===== src/rtl/mod2_seq_ctrl.sv =====
// Frame sequencer for the second radix-2 FFT stage: drives the shared butterfly
// enable, load/compute select and twiddle index, and tracks output validity.
module mod2_seq_ctrl #(
    parameter int FRAME_CYC = 32,
    parameter int DEPTH     = 4,
    parameter int IW        = $clog2(FRAME_CYC)
) (
    input  logic          clk,
    input  logic          rstn,
    input  logic          alert_cbfp1,
    input  logic          clr_err,
    output logic          bf_en,
    output logic          bf_sel,
    output logic [IW-1:0] tw_idx,
    output logic          out_valid,
    output logic [IW-1:0] out_idx,
    output logic          alert_mod20,
    output logic          frame_done,
    output logic [7:0]    frame_cnt,
    output logic          err_gap,
    output logic          busy
);

    localparam int            DW      = (DEPTH > 1) ? $clog2(DEPTH) : 1;
    localparam int            SEL_BIT = $clog2(DEPTH);
    localparam logic [IW-1:0] LAST    = IW'(FRAME_CYC - 1);

    typedef enum logic [1:0] {IDLE, RUN, DRAIN} state_t;

    state_t           state;
    state_t           state_nxt;
    logic [IW-1:0]    in_cnt;
    logic [IW-1:0]    in_cnt_nxt;
    logic [DW-1:0]    drain_cnt;
    logic [DW-1:0]    drain_cnt_nxt;
    logic [DEPTH-1:0] dl;
    logic             abort;

    assign bf_en      = alert_cbfp1;
    assign tw_idx     = in_cnt;
    assign bf_sel     = in_cnt[SEL_BIT];
    assign out_valid  = dl[DEPTH-1];
    assign frame_done = out_valid && (out_idx == LAST);
    assign busy       = (state != IDLE) || (|dl);

    always_ff @(posedge clk or negedge rstn) begin
        if (!rstn) begin
            state     <= IDLE;
            in_cnt    <= '0;
            drain_cnt <= '0;
        end else begin
            state     <= state_nxt;
            in_cnt    <= in_cnt_nxt;
            drain_cnt <= drain_cnt_nxt;
        end
    end

    // A sample arriving while idle or draining is index 0 of a new frame.
    always_comb begin
        state_nxt     = state;
        in_cnt_nxt    = in_cnt;
        drain_cnt_nxt = drain_cnt;
        abort         = 1'b0;
        case (state)
            IDLE: begin
                if (alert_cbfp1) begin
                    state_nxt  = RUN;
                    in_cnt_nxt = IW'(1);
                end
            end
            RUN: begin
                if (alert_cbfp1) begin
                    if (in_cnt == LAST) begin
                        in_cnt_nxt    = '0;
                        state_nxt     = DRAIN;
                        drain_cnt_nxt = DW'(DEPTH - 1);
                    end else begin
                        in_cnt_nxt = in_cnt + IW'(1);
                    end
                end else begin
                    abort      = 1'b1;
                    in_cnt_nxt = '0;
                    state_nxt  = IDLE;
                end
            end
            DRAIN: begin
                if (alert_cbfp1) begin
                    state_nxt  = RUN;
                    in_cnt_nxt = IW'(1);
                end else if (drain_cnt == '0) begin
                    state_nxt = IDLE;
                end else begin
                    drain_cnt_nxt = drain_cnt - DW'(1);
                end
            end
            default: begin
                state_nxt  = IDLE;
                in_cnt_nxt = '0;
            end
        endcase
    end

    // An abort flushes everything in flight, including a previous frame's tail.
    always_ff @(posedge clk or negedge rstn) begin
        if (!rstn) begin
            dl          <= '0;
            out_idx     <= '0;
            frame_cnt   <= '0;
            err_gap     <= 1'b0;
            alert_mod20 <= 1'b0;
        end else begin
            alert_mod20 <= out_valid;
            if (abort) begin
                dl      <= '0;
                out_idx <= '0;
            end else begin
                dl <= (dl << 1) | DEPTH'(alert_cbfp1);
                if (out_valid) begin
                    out_idx <= (out_idx == LAST) ? '0 : out_idx + IW'(1);
                end
            end
            if (frame_done) begin
                frame_cnt <= frame_cnt + 8'd1;
            end
            if (abort) begin
                err_gap <= 1'b1;
            end else if (clr_err) begin
                err_gap <= 1'b0;
            end
        end
    end

endmodule

===== config.mk =====
export PLATFORM = sky130hd
export DESIGN_NAME = mod2_seq_ctrl
export DESIGN_NICKNAME = d
export VERILOG_FILES = /design/src/rtl/mod2_seq_ctrl.sv
export SDC_FILE = /design/constraint.sdc
export NUM_CORES = 1
export LEC_CHECK = 0
export BUFFER_PORTS_ARGS = -buffer_cell sky130_fd_sc_hd__buf_2
export CAP_MARGIN = 20
export CORE_MARGIN = 5
export CORE_UTILIZATION = 52
export DETAILED_ROUTE_END_ITERATION = 16
export PLACE_DENSITY_LB_ADDON = 0.25
export SYNTH_ARGS = -nofsm -noshare
export SYNTH_HDL_FRONTEND = slang
export SYNTH_SLANG_ARGS = --single-unit
export TNS_END_PERCENT = 50

===== constraint.sdc =====
create_clock -name clk -period 2.5 [get_ports clk]
set_clock_uncertainty 0.1 [all_clocks]
set_input_delay 0.5 -clock clk [delete_from_list [all_inputs] [get_ports clk]]
set_output_delay 0.5 -clock clk [all_outputs]
set_load 0.005 [all_outputs]

; ---- Word level (Yosys, flattened, before mapping)
; Cells that the tools add are included.
[word_totals]
reg_bits = 28
latch_bits = 0
ramBits = 0
romBits = 0
in_bits = 4
word_cells = 60
mem_count = 0
[classes]
add_sub_neg = 4
n_mul = 0
div_mod_pow = 0
magnitude_cmp = 0
eq_ne = 12
shifts = 0
muxes = 23
bitwise = 1
n_reduce_logical = 12
[op_table]
columns = operator, count
row1 = 5-bit two-way mux, 6
row2 = 2-bit two-way mux, 9
row3 = "5-bit by 1-bit adder with 5-bit output, second input constant", 2
row4 = "5-bit equality test, second input constant", 2
row5 = "2-bit != test, second input constant", 5
row6 = 5-bit one-hot mux with 2 select lines, 1
row7 = "8-bit by 1-bit adder with 8-bit output, second input constant", 1
row8 = 2-bit nonzero test, 4
row9 = "3-bit != test, second input constant", 2
row10 = 2-bit one-hot mux with 3 select lines, 1
row11 = 5-bit AND reduction, 1
row12 = 2-bit logical NOT, 2
row13 = 1-bit two-way mux, 4
row14 = 4-bit two-way mux, 1
row15 = 4-bit by 1-bit bitwise OR with 4-bit output, 1
row16 = 2-bit one-hot mux with 2 select lines, 1
row17 = 4-bit OR reduction, 1
row18 = 3-bit AND reduction, 1
row19 = "2-bit by 1-bit equality test with 1-bit output, second input constant", 1
row20 = "2-bit equality test, second input constant", 1
row21 = "2-bit by 1-bit != test with 1-bit output, second input constant", 1
row22 = 2-bit OR reduction, 1
row23 = "2-bit by 1-bit subtractor with 2-bit output, second input constant", 1
row24 = 1-bit logical AND, 1
row25 = 1-bit logical OR, 1

; ---- Depth between registers and ports, before layout
; Gate-level depths: netlist of the first run.
[logic_depth]
ltp_word = 4
mapped_depth = 7
depth_no_buf = 6

; ---- Least setup slack after synthesis of the first run
; OpenSTA, ideal clock, no wires.
[synth_timing]
path_kind = register to output
start = register out_idx[0]
end = output port frame_done
arrival_time_ns = 1.303
required_ns = 1.900
slack_ns = 0.597
path_stages_with_launch = 6
cell_sequence = dfrtp_1 > ha_1 > and3_1 > ha_1 > and2_1 > clkbuf_1
[synth_between]
elab_chain_cells = 2
[synth_rtl]
columns = element, line
row1 = from (decl), 16  ; output logic [IW-1:0] out_idx,
row2 = from (signal assigned), 119  ; out_idx <= (out_idx == LAST) ? '0 : out_idx + IW'(1);
row3 = 5-bit equality test, 43  ; assign frame_done = out_valid && (out_idx == LAST);
row4 = 1-bit logical AND, 43
row5 = to (decl), 18  ; output logic frame_done,
; Every way passes these cells.

; ---- Worst setup path in the final report of the first run
; Ends and elaborated chain as after synthesis.

==> flow_summary.json, run 1 <==
{
  "avgRoutedWirePerCell_um": 13.7,
  "insertedDiodeCount": 0,
  "vias_in_the_first_global_route": 868,
  "drv_cap": 0,
  "criticalPathCategory": "flip-flop to output pin",
  "final-max-slew-violation-count": 0,
  "total_of_warnings_raised_by_yosys": 0,
  "grt_setup_unrepaired": "false",
  "fp.dieW_um": 59.5,
  "clockBufferDepth": 2,
  "synthesis.instances": 107,
  "detailedPlace.worstSlack_ns": 0.447,
  "gp_routability_congestion": 0.737,
  "synthSimpleGateAreaFrac": 0.162,
  "gr-usage-all-layers": 0.145,
  "area_growth_from_synthesis_to_layout_pct": 16.3,
  "synth-edff-count": 0,
  "tns_ns": 0,
  "cts_setup_buffers": 0,
  "cts_sink_count": 28,
  "finalCriticalPeriod_ns": 2.36,
  "floorplan.io_pins": 29,
  "post_synth.cell_area_avg_um2": 11.9,
  "fp.dieArea_mm2": 0.00354,
  "timing.final.setup_violations": 0,
  "critical_path_arrival_ns": 1.76,
  "grt_antenna_before_repair": 0,
  "synth_flop_cell": "sky130_fd_sc_hd__dfrtp_1",
  "final_net_count": 145,
  "slew_headroom": 0.600,
  "clkSlewWorstSetupHoldPaths_ns": 0.15,
  "worst_slew_pin_slew_ns": 0.600,
  "finish.cell_count_without_fillers": 164,
  "die_y_um": 59.5,
  "final_core_utilization": 0.615,
  "tritonroute_pass_1_iters": 4,
  "most-common-layout-cells": "sky130_fd_sc_hd__buf_2, sky130_fd_sc_hd__dfrtp_1, sky130_fd_sc_hd__xnor2_1, sky130_fd_sc_hd__nor2_1, sky130_fd_sc_hd__nand2_1",
  "final-hold-violation-count": 0,
  "synth_cell_type_count": 32,
  "post_synthesis_cell_area_mm2": 0.00127,
  "clock_latency_ns": 0.32,
  "outcome": "complete, no violations",
  "worst-endpoint-required_ns": 1.90,
  "viasPerCell": 5.41,
  "ys_ff_latch": 28,
  "dp.final_hpwl_um": 1640,
  "cp_max_fo": 7,
  "crit_path_end_kind": "output pin",
  "synth_xor_area_frac": 0.0619,
  "final_common_cell": "sky130_fd_sc_hd__buf_2",
  "power_per_cell_area_mw_per_mm2": 579,
  "hold_class": "input pin to asynchronous set/reset pin",
  "synth.yosys.seq_area_share": 0.550,
  "h_tree_lvls": 1,
  "synth_async_sr_flop_share": 1.00,
  "vdd_drop_max_uv": 392,
  "drcViolationCount": 0,
  "globalRoute.totalOverflow": 0,
  "initialDrtViolationCount": 27,
  "post-route-cell-area_mm2": 0.00148,
  "synthMuxAreaShare": 0.0481,
  "port_buffers": 28,
  "core-area_mm2": 0.00241,
  "synth_top_family_by_area": "simple AND/OR/NAND/NOR gates",
  "start_kind": "flip-flop",
  "synth_compound_gate_area_share": 0.0855,
  "detail_route.wirelength_um": 2250,
  "dp_cells": 160,
  "fmax_mhz": 424,
  "tritoncts": "done",
  "cts_inserted_buffers": 3,
  "syn-num-nets": 117,
  "placement_cell_area_mm2": 0.00142,
  "cts.root.buffer_cell": "sky130_fd_sc_hd__clkbuf_4",
  "maximum_number_of_pins_on_one_net_before_global_route_repair": 29,
  "grt_pass1_wl_um": 4000,
  "initial_utilization": 0.529,
  "antenna_left": 0,
  "final_layout_size_suffix_gt1_frac": 0.306,
  "synth_adder_area_share": 0.0589,
  "fin_ws_ns": 0.140,
  "routed-via-count": 888,
  "fin_crit_sh": 0.944,
  "static_leakage_nw": 0.778,
  "row_count": 18
}
metrics by stage:
stage / hold slack [ns] / power, mW
detailed placement: 0.369 / 0.578
floorplan: 0.104 / 0.540
CTS: 0.0806 / 0.870
global route: 0.0969 / 0.897
finish: 0.0581 / 0.858
global placement: 0.358 / 0.573
flip-flops by register name (all words and copies together), names as in the netlist:
name,flops
frame_cnt,8
out_idx,5
tw_idx,5
dl,4
drain_cnt,2
state,2
alert_mod20,1
err_gap,1
Yosys cell counts (2+ instances only):
library cell	count	area share
sky130_fd_sc_hd__nor2b_1	5	0.025
sky130_fd_sc_hd__nand4_1	4	0.020
sky130_fd_sc_hd__and3_1	3	0.015
sky130_fd_sc_hd__a21oi_1	3	0.012
sky130_fd_sc_hd__buf_4	2	0.012
sky130_fd_sc_hd__nand3_1	2	0.0079
sky130_fd_sc_hd__nand2_1	6	0.018
sky130_fd_sc_hd__and2_1	2	0.0098
sky130_fd_sc_hd__mux2_4	2	0.024
sky130_fd_sc_hd__nor2_1	6	0.018
sky130_fd_sc_hd__inv_1	4	0.012
sky130_fd_sc_hd__o21ai_0	4	0.016
sky130_fd_sc_hd__xor2_1	2	0.014
sky130_fd_sc_hd__mux2i_1	2	0.016
sky130_fd_sc_hd__clkbuf_1	2	0.0059
sky130_fd_sc_hd__xnor2_1	7	0.048
sky130_fd_sc_hd__a22o_1	4	0.028
sky130_fd_sc_hd__dfrtp_1	28	0.55
sky130_fd_sc_hd__ha_1	6	0.059
layer usage:
layer / up-vias / track usage / part of all wire
met5: - / 0 / 0
met4: 0 / 0.0222 / 0.0044
met3: 2 / 0.0349 / 0.063
met2: 19 / 0.237 / 0.47
met1: 441 / 0.201 / 0.46
li1: 426 / - / -
kinds of logic (layout without fill, tap and decap cells):
group | after synthesis | after routing
multiplexers | 5 | 5
AO/OA/AOI/OAI | 15 | 15
buffers and inverters | 9 | 36
flip-flops | 28 | 28
adder cells (fa/ha/maj) | 6 | 6
AND/OR/NAND/NOR | 35 | 35
XOR/XNOR | 9 | 9
timing repair:
action                     CTS  global route
setup endpoints to repair    0             1
resized for setup            0             3
hold buffers                 0             0
where the power goes:
| group | switching (mW) | leakage (nW) | internal [mW] | total, mW |
|---|---|---|---|---|
| clock network | 0.127 | 0.0279 | 0.162 | 0.289 |
| registers | 0.0241 | 0.374 | 0.473 | 0.497 |
| logic | 0.0369 | 0.377 | 0.0348 | 0.0717 |
layout make-up:
type,instances,area (µm²)
clock buffers,3,22.5
clock inverters,1,30.0
fillers,193,928
inverters,4,15.0
multi-input cells,70,534
flip-flops and latches,28,702
well taps,30,37.5
repair buffers,28,140
worst paths after layout:
check	depth (start not counted)	slack, ns	to	start
max	5	0.14	frame_done	out_idx[0]$_DFFE_PN0P_
min	1	0.06	frame_cnt[3]$_DFFE_PN0P_	rstn
max reg2reg	5	0.61	out_idx[3]$_DFFE_PN0P_	out_idx[0]$_DFFE_PN0P_
min reg2reg	1	0.38	frame_cnt[7]$_DFFE_PN0P_	frame_cnt[7]$_DFFE_PN0P_
max in group asynchronous	1	1.82	out_idx[0]$_DFFE_PN0P_	rstn
min in group clk	1	0.26	dl[0]$_DFF_PN0_	alert_cbfp1
worst max-delay path, cell delays in order (launching register included):
cell                      delay (ns)
sky130_fd_sc_hd__dfrtp_2        0.46
sky130_fd_sc_hd__ha_1           0.23
sky130_fd_sc_hd__and3_1         0.19
sky130_fd_sc_hd__ha_2           0.21
sky130_fd_sc_hd__and2_2         0.21
sky130_fd_sc_hd__buf_2          0.14
(Power assumes the default switching activity.)
==> run 2: changes to the inputs <==
- ABC_AREA: not set -> 1
- CORE_UTILIZATION: 52 -> 53
- SKIP_LAST_GASP: not set -> 1
==> run 2 against run 1 <==
Against the previous run: register-to-register slack improved by 0.16 ns; combinational power rose to 3.9 times the previous value; sequential share of layout area fell by 2.3 points; global-route usage barely moved; sequential power rose by 20%; die area rose by 6.2%; final cell count rose by 30%; worst hold slack improved by 0.016 ns; area after synthesis rose by 9.5%; cell area rose by 4.9%; critical endpoint unchanged; critical path depth rose by 1; critical path type unchanged.
==> flow_summary.json, run 2 <==
{
  "worst-endpoint-required_ns": 1.90,
  "cts_setup_buffers": 0,
  "routed-wl-met3_um": 127,
  "grt_pass1_wl_um": 4090,
  "dp.final_hpwl_um": 1870,
  "post-route-cell-area_mm2": 0.00155,
  "ys_ff_latch": 28,
  "crit_path_end_kind": "output pin",
  "cts.root.buffer_cell": "sky130_fd_sc_hd__clkbuf_4",
  "fmax_mhz": 429,
  "cp_max_fo": 5,
  "synth_largest_type_area_fraction": 0.502,
  "floorplan.io_pins": 29,
  "initial_utilization": 0.558,
  "area_growth_from_synthesis_to_layout_pct": 11.4,
  "hold_class": "input pin to asynchronous set/reset pin",
  "synth_flop_cell": "sky130_fd_sc_hd__dfrtp_1",
  "outcome": "complete, no violations",
  "fin_worst_hold_slack_ns": 0.0743,
  "final_layout_size_suffix_gt1_frac": 0.245,
  "detailedPlace.worstSlack_ns": 0.532,
  "total_of_warnings_raised_by_yosys": 0,
  "final_net_count": 196,
  "syn-num-nets": 168,
  "h_tree_lvls": 1,
  "start_kind": "flip-flop",
  "initialDrtViolationCount": 47,
  "cts_sink_count": 28,
  "finalCriticalPeriod_ns": 2.33,
  "final_core_utilization": 0.622,
  "viasPerCell": 4.91,
  "standard_cell_with_the_maximum_stage_delay_on_the_critical_path": "sky130_fd_sc_hd__dfrtp_1",
  "drcViolationCount": 0,
  "globalRoute.totalOverflow": 0,
  "clockBufferDepth": 2,
  "timing.final.setup_violations": 0,
  "tritonroute_pass_1_iters": 4,
  "gp_routability_congestion": 0.839,
  "power_per_cell_area_mw_per_mm2": 680,
  "regMostFlops": "frame_cnt",
  "synth_adder_area_share": 0.0538,
  "largest_reg_flops": 8,
  "fp.dieW_um": 61.3,
  "tritoncts": "done",
  "synth_cell_type_count": 24,
  "worst_slew_pin_slew_ns": 0.621,
  "final-hold-violation-count": 0,
  "fp.dieArea_mm2": 0.00376,
  "final_common_cell": "sky130_fd_sc_hd__nand2_1",
  "grt_setup_unrepaired": "false",
  "avgRoutedWirePerCell_um": 11.5,
  "ys_top_cells_by_count": "sky130_fd_sc_hd__nand2_1, sky130_fd_sc_hd__dfrtp_1, sky130_fd_sc_hd__inv_1",
  "grt_antenna_before_repair": 0,
  "port_buffers": 28,
  "post_synthesis_cell_area_mm2": 0.00140,
  "synth_xor_area_frac": 0.0439,
  "synth.most_common_cell": "sky130_fd_sc_hd__nand2_1",
  "synth_compound_gate_area_share": 0.0413,
  "most-common-layout-cells": "sky130_fd_sc_hd__nand2_1, sky130_fd_sc_hd__dfrtp_1, sky130_fd_sc_hd__buf_2, sky130_fd_sc_hd__inv_1, sky130_fd_sc_hd__nand3_1",
  "synth_top_family_by_area": "simple AND/OR/NAND/NOR gates",
  "detail_route.wirelength_um": 2460,
  "gr-usage-all-layers": 0.145,
  "fin_ws_ns": 0.169,
  "path_common_cell": "sky130_fd_sc_hd__ha_1",
  "criticalPathCategory": "flip-flop to output pin",
  "final-max-slew-violation-count": 0,
  "route.layer.met1.wl_um": 1130,
  "cp_slowest_stage_delay_ns": 0.44,
  "clock_latency_ns": 0.31,
  "core-area_mm2": 0.00250,
  "clkSlewWorstSetupHoldPaths_ns": 0.14,
  "slew_headroom": 0.586,
  "post_synth.cell_area_avg_um2": 8.83,
  "vias_in_the_first_global_route": 965,
  "drv_cap": 0,
  "synth_async_sr_flop_share": 1.00,
  "vdd_drop_max_uv": 452,
  "critical_path_arrival_ns": 1.73,
  "largest_cells_by_area_after_synthesis": "sky130_fd_sc_hd__dfrtp_1, sky130_fd_sc_hd__nand2_1, sky130_fd_sc_hd__inv_1",
  "static_leakage_nw": 0.955,
  "die_y_um": 61.3,
  "routed-via-count": 1051,
  "route.met2.wl_um": 1180,
  "library_cell_occupying_the_most_area_in_the_post_synthesis_netlist": "sky130_fd_sc_hd__dfrtp_1",
  "cts_hold_repair.buffers": 0,
  "synth-edff-count": 0,
  "cts-resized-gates": 0,
  "path_cells": "ha_1, and3_1, ha_1, nand2_4, clkinv_2, buf_2",
  "insertedDiodeCount": 0,
  "synthesis.instances": 158,
  "top_layer_used": "met4",
  "maximum_number_of_pins_on_one_net_before_global_route_repair": 29,
  "row_count": 18,
  "tns_ns": 0,
  "cts_inserted_buffers": 3,
  "antenna_left": 0,
  "synth.yosys.seq_area_share": 0.502,
  "placement_cell_area_mm2": 0.00153,
  "fin_crit_sh": 0.932,
  "synthSimpleGateAreaFrac": 0.250,
  "synthMuxAreaShare": 0
}
==> run 2: layout make-up <==
| class | count | area (µm²) |
|---|---|---|
| Tap cell | 30 | 37.5 |
| Timing Repair Buffer | 28 | 140 |
| Sequential cell | 28 | 701 |
| Multi-Input combinational cell | 96 | 543 |
| Clock buffer | 3 | 22.5 |
| Inverter | 29 | 110 |
| Fill cell | 213 | 946 |
==> run 2: critical path: cells and delay by family, from the launching register on <==
family	cells	cell delay (ns)
and+or+nand+nor	2	0.28
DFF	1	0.44
adders and majority gates	2	0.47
buffers and inverters	2	0.22
==> run 2: stage by stage <==
stage	instances	power (mW)
2_1_floorplan	158	0.790
3_3_place_gp	211	0.877
3_5_place_dp	211	0.891
4_1_cts	214	1.07
5_1_grt	214	1.14
6_report	214	1.06
==> run 2: metal layers <==
layer	GRT usage	vias up
met1	0.186	484
met5	0	-
met4	0.0588	0
met3	0.0231	2
li1	-	542
met2	0.245	23
==> run 2: logic make-up after synthesis <==
kind of cell / Yosys count
simple gates: 72
buf+inv: 34
flops: 28
compound gates: 11
xor+xnor: 7
fa+ha+maj: 6
==> run 2: path summary, 6_finish.rpt <==
check	startpoint	to	slack [ns]	depth (start not counted)
worst max-delay path	out_idx[0]$_DFFE_PN0P_	frame_done	0.17	6
worst min-delay path	rstn	out_idx[2]$_DFFE_PN0P_	0.07	1
worst max register to register	out_idx[0]$_DFFE_PN0P_	frame_cnt[4]$_DFFE_PN0P_	0.77	8
worst min register to register	dl[1]$_DFF_PN0_	dl[2]$_DFF_PN0_	0.39	2
max in group asynchronous	rstn	tw_idx[2]$_DFFE_PN0P_	1.82	1
min in group clk	clr_err	err_gap$_DFFE_PN0P_	0.26	2
==> run 2: power by group <==
group / switching [mW] / leakage (nW) / internal, mW / total, mW
registers: 0.0741 / 0.364 / 0.521 / 0.595
logic: 0.165 / 0.577 / 0.116 / 0.282
clock network: 0.124 / 0.0138 / 0.0564 / 0.180
==> run 3: changes to the inputs <==
- CORE_UTILIZATION: 53 -> 56
- CTS_BUF_LIST: not set -> sky130_fd_sc_hd__clkbuf_4 sky130_fd_sc_hd__clkbuf_8
==> run 3 against run 2 <==
Against the previous run: cell area up 1.9%; first-iteration DRC count down 2.1%; clock-buffer cell count unchanged; final cell count up 0.47%; wire length up 2.2%; die area down 4.5%; utilization up 3.0 points; sequential power up 1%; register-to-register slack about the same; sequential share of layout area down 0.85 points; non-clock buffer count unchanged; critical endpoint unchanged; largest cell class unchanged.
==> flow_summary.json, run 3 (synthesis results as in run 2) <==
{
  "fill_cells": 206,
  "detail_route.wirelength_um": 2510,
  "outcome": "complete, no violations",
  "viasPerCell": 4.96,
  "worst_slew_pin_slew_ns": 0.600,
  "h_tree_lvls": 1,
  "power_per_cell_area_mw_per_mm2": 745,
  "grt_setup_unrepaired": "false",
  "detailedPlace.worstSlack_ns": 0.550,
  "finish.cell_count_without_fillers": 215,
  "fin_crit_sh": 0.930,
  "tns_ns": 0,
  "fp.dieArea_mm2": 0.00359,
  "port_buffers": 28,
  "row_count": 18,
  "path_cells": "ha_1, and3_1, ha_1, nand2_4, clkinv_2, buf_2",
  "worst-r2r-setup-slack_ns": 0.78,
  "dp_cells": 211,
  "timing.final.setup_violations": 0,
  "fmax_mhz": 430,
  "critPathLaunch": "out_idx[0]$_DFFE_PN0P_",
  "cts_sink_count": 28,
  "routed-via-count": 1066,
  "cts.root.buffer_cell": "sky130_fd_sc_hd__clkbuf_4",
  "standard_cell_with_the_maximum_stage_delay_on_the_critical_path": "sky130_fd_sc_hd__dfrtp_1",
  "multi_input_area_um2": 543,
  "grt_use_met2": 0.270,
  "use_met1": 0.197,
  "final-max-slew-violation-count": 0,
  "final_common_cell": "sky130_fd_sc_hd__nand2_1",
  "core-area_mm2": 0.00243,
  "crit_path_end_kind": "output pin",
  "final_layout_size_suffix_gt1_frac": 0.249,
  "worst-endpoint-required_ns": 1.90,
  "floorplan.io_pins": 29,
  "grt_antenna_before_repair": 0,
  "regMostFlops": "frame_cnt",
  "dp.final_hpwl_um": 1930,
  "finalCriticalPeriod_ns": 2.32,
  "fp.dieW_um": 59.9,
  "clockBufferDepth": 2,
  "finalPower_mw": 1.18,
  "cp_slowest_stage_delay_ns": 0.45,
  "maximum_number_of_pins_on_one_net_before_global_route_repair": 29,
  "die_y_um": 59.9,
  "cts_setup_buffers": 0,
  "worstPathBufferInverterCount": 2,
  "cp_max_fo": 5,
  "cts_inserted_buffers": 3,
  "grt_most_used_layer": "met2",
  "fin_ws_ns": 0.176,
  "final_net_count": 196,
  "final-seq-area_um2": 701,
  "slew_headroom": 0.600,
  "globalRoute.totalOverflow": 0,
  "drcViolationCount": 0,
  "gp_routability_congestion": 0.826,
  "most-common-layout-cells": "sky130_fd_sc_hd__nand2_1, sky130_fd_sc_hd__dfrtp_1, sky130_fd_sc_hd__buf_2, sky130_fd_sc_hd__inv_1, sky130_fd_sc_hd__nand3_1",
  "tritoncts": "done",
  "clkSlewWorstSetupHoldPaths_ns": 0.16,
  "largest_reg_flops": 8,
  "grt_pass1_wl_um": 4390,
  "clock_latency_ns": 0.32,
  "vdd_drop_max_uv": 487,
  "gr-usage-all-layers": 0.157,
  "hold_class": "input pin to asynchronous set/reset pin",
  "final-hold-violation-count": 0,
  "area_growth_from_synthesis_to_layout_pct": 13.5,
  "worstReg2RegStart": "out_idx[0]$_DFFE_PN0P_",
  "critical_path_arrival_ns": 1.72,
  "start_kind": "flip-flop",
  "drv_cap": 0,
  "grt_use_met3": 0.0238,
  "avgRoutedWirePerCell_um": 11.7,
  "cts_hold_repair.buffers": 0,
  "initial_utilization": 0.574,
  "criticalPathCategory": "flip-flop to output pin",
  "initialDrtViolationCount": 46,
  "tritonroute_pass_1_iters": 4,
  "crit_family": "adder cells",
  "cts-resized-gates": 0,
  "insertedDiodeCount": 0,
  "path_common_cell": "sky130_fd_sc_hd__ha_1",
  "static_leakage_nw": 0.969,
  "vias_in_the_first_global_route": 1030,
  "antenna_left": 0
}
==> run 3: cell count changes in the layout (fill, tap and decap cells not counted) <==
cell / delta
sky130_fd_sc_hd__bufinv_16: +1
==> run 3: path summary, 6_finish.rpt <==
kind	to	depth (start not counted)
min reg2reg	dl[1]$_DFF_PN0_	2
max in group asynchronous	tw_idx[1]$_DFFE_PN0P_	1
min in group clk	err_gap$_DFFE_PN0P_	2
max reg2reg	frame_cnt[6]$_DFFE_PN0P_	9
min	out_idx[3]$_DFFE_PN0P_	1
max	frame_done	6
==> run 3: through the flow <==
stage	utilization	instance area, µm²	hold slack, ns
6_report	0.651	1580	0.0540
3_5_place_dp	0.630	1530	0.358
5_1_grt	0.651	1580	0.0907
4_1_cts	0.651	1580	0.0769
2_1_floorplan	-	1400	0.104
3_3_place_gp	0.630	1530	0.347
==> run 3: where the power goes <==
part | internal (mW) | switching, mW | total (mW)
Clock | 0.162 | 0.135 | 0.296
Sequential | 0.521 | 0.0805 | 0.602
Combinational | 0.116 | 0.166 | 0.282
Total | 0.799 | 0.381 | 1.18
==> run 3: routing by layer <==
metal	share of wire	wire length [µm]
met5	0	0
met4	0.010	26
met3	0.047	118
met2	0.50	1260
met1	0.44	1100
==> run 3: worst register-to-register path: stages (launching register included) <==
cell	delay, ns
sky130_fd_sc_hd__dfrtp_1	0.44
sky130_fd_sc_hd__ha_1	0.20
sky130_fd_sc_hd__and3_1	0.17
sky130_fd_sc_hd__ha_1	0.22
sky130_fd_sc_hd__nand2_4	0.08
sky130_fd_sc_hd__nor2_1	0.19
sky130_fd_sc_hd__nand4_1	0.12
sky130_fd_sc_hd__nand2_1	0.08
sky130_fd_sc_hd__nand2_1	0.05
sky130_fd_sc_hd__inv_1	0.05
==> run 3: area by class of cell <==
type | count | share of cell area
clock inverter | 1 | 0.0190
clock buffer | 3 | 0.0142
multi-input combinational | 96 | 0.343
sequential | 28 | 0.442
tap | 30 | 0.0237
timing repair buffer | 28 | 0.0885
inverter | 29 | 0.0695
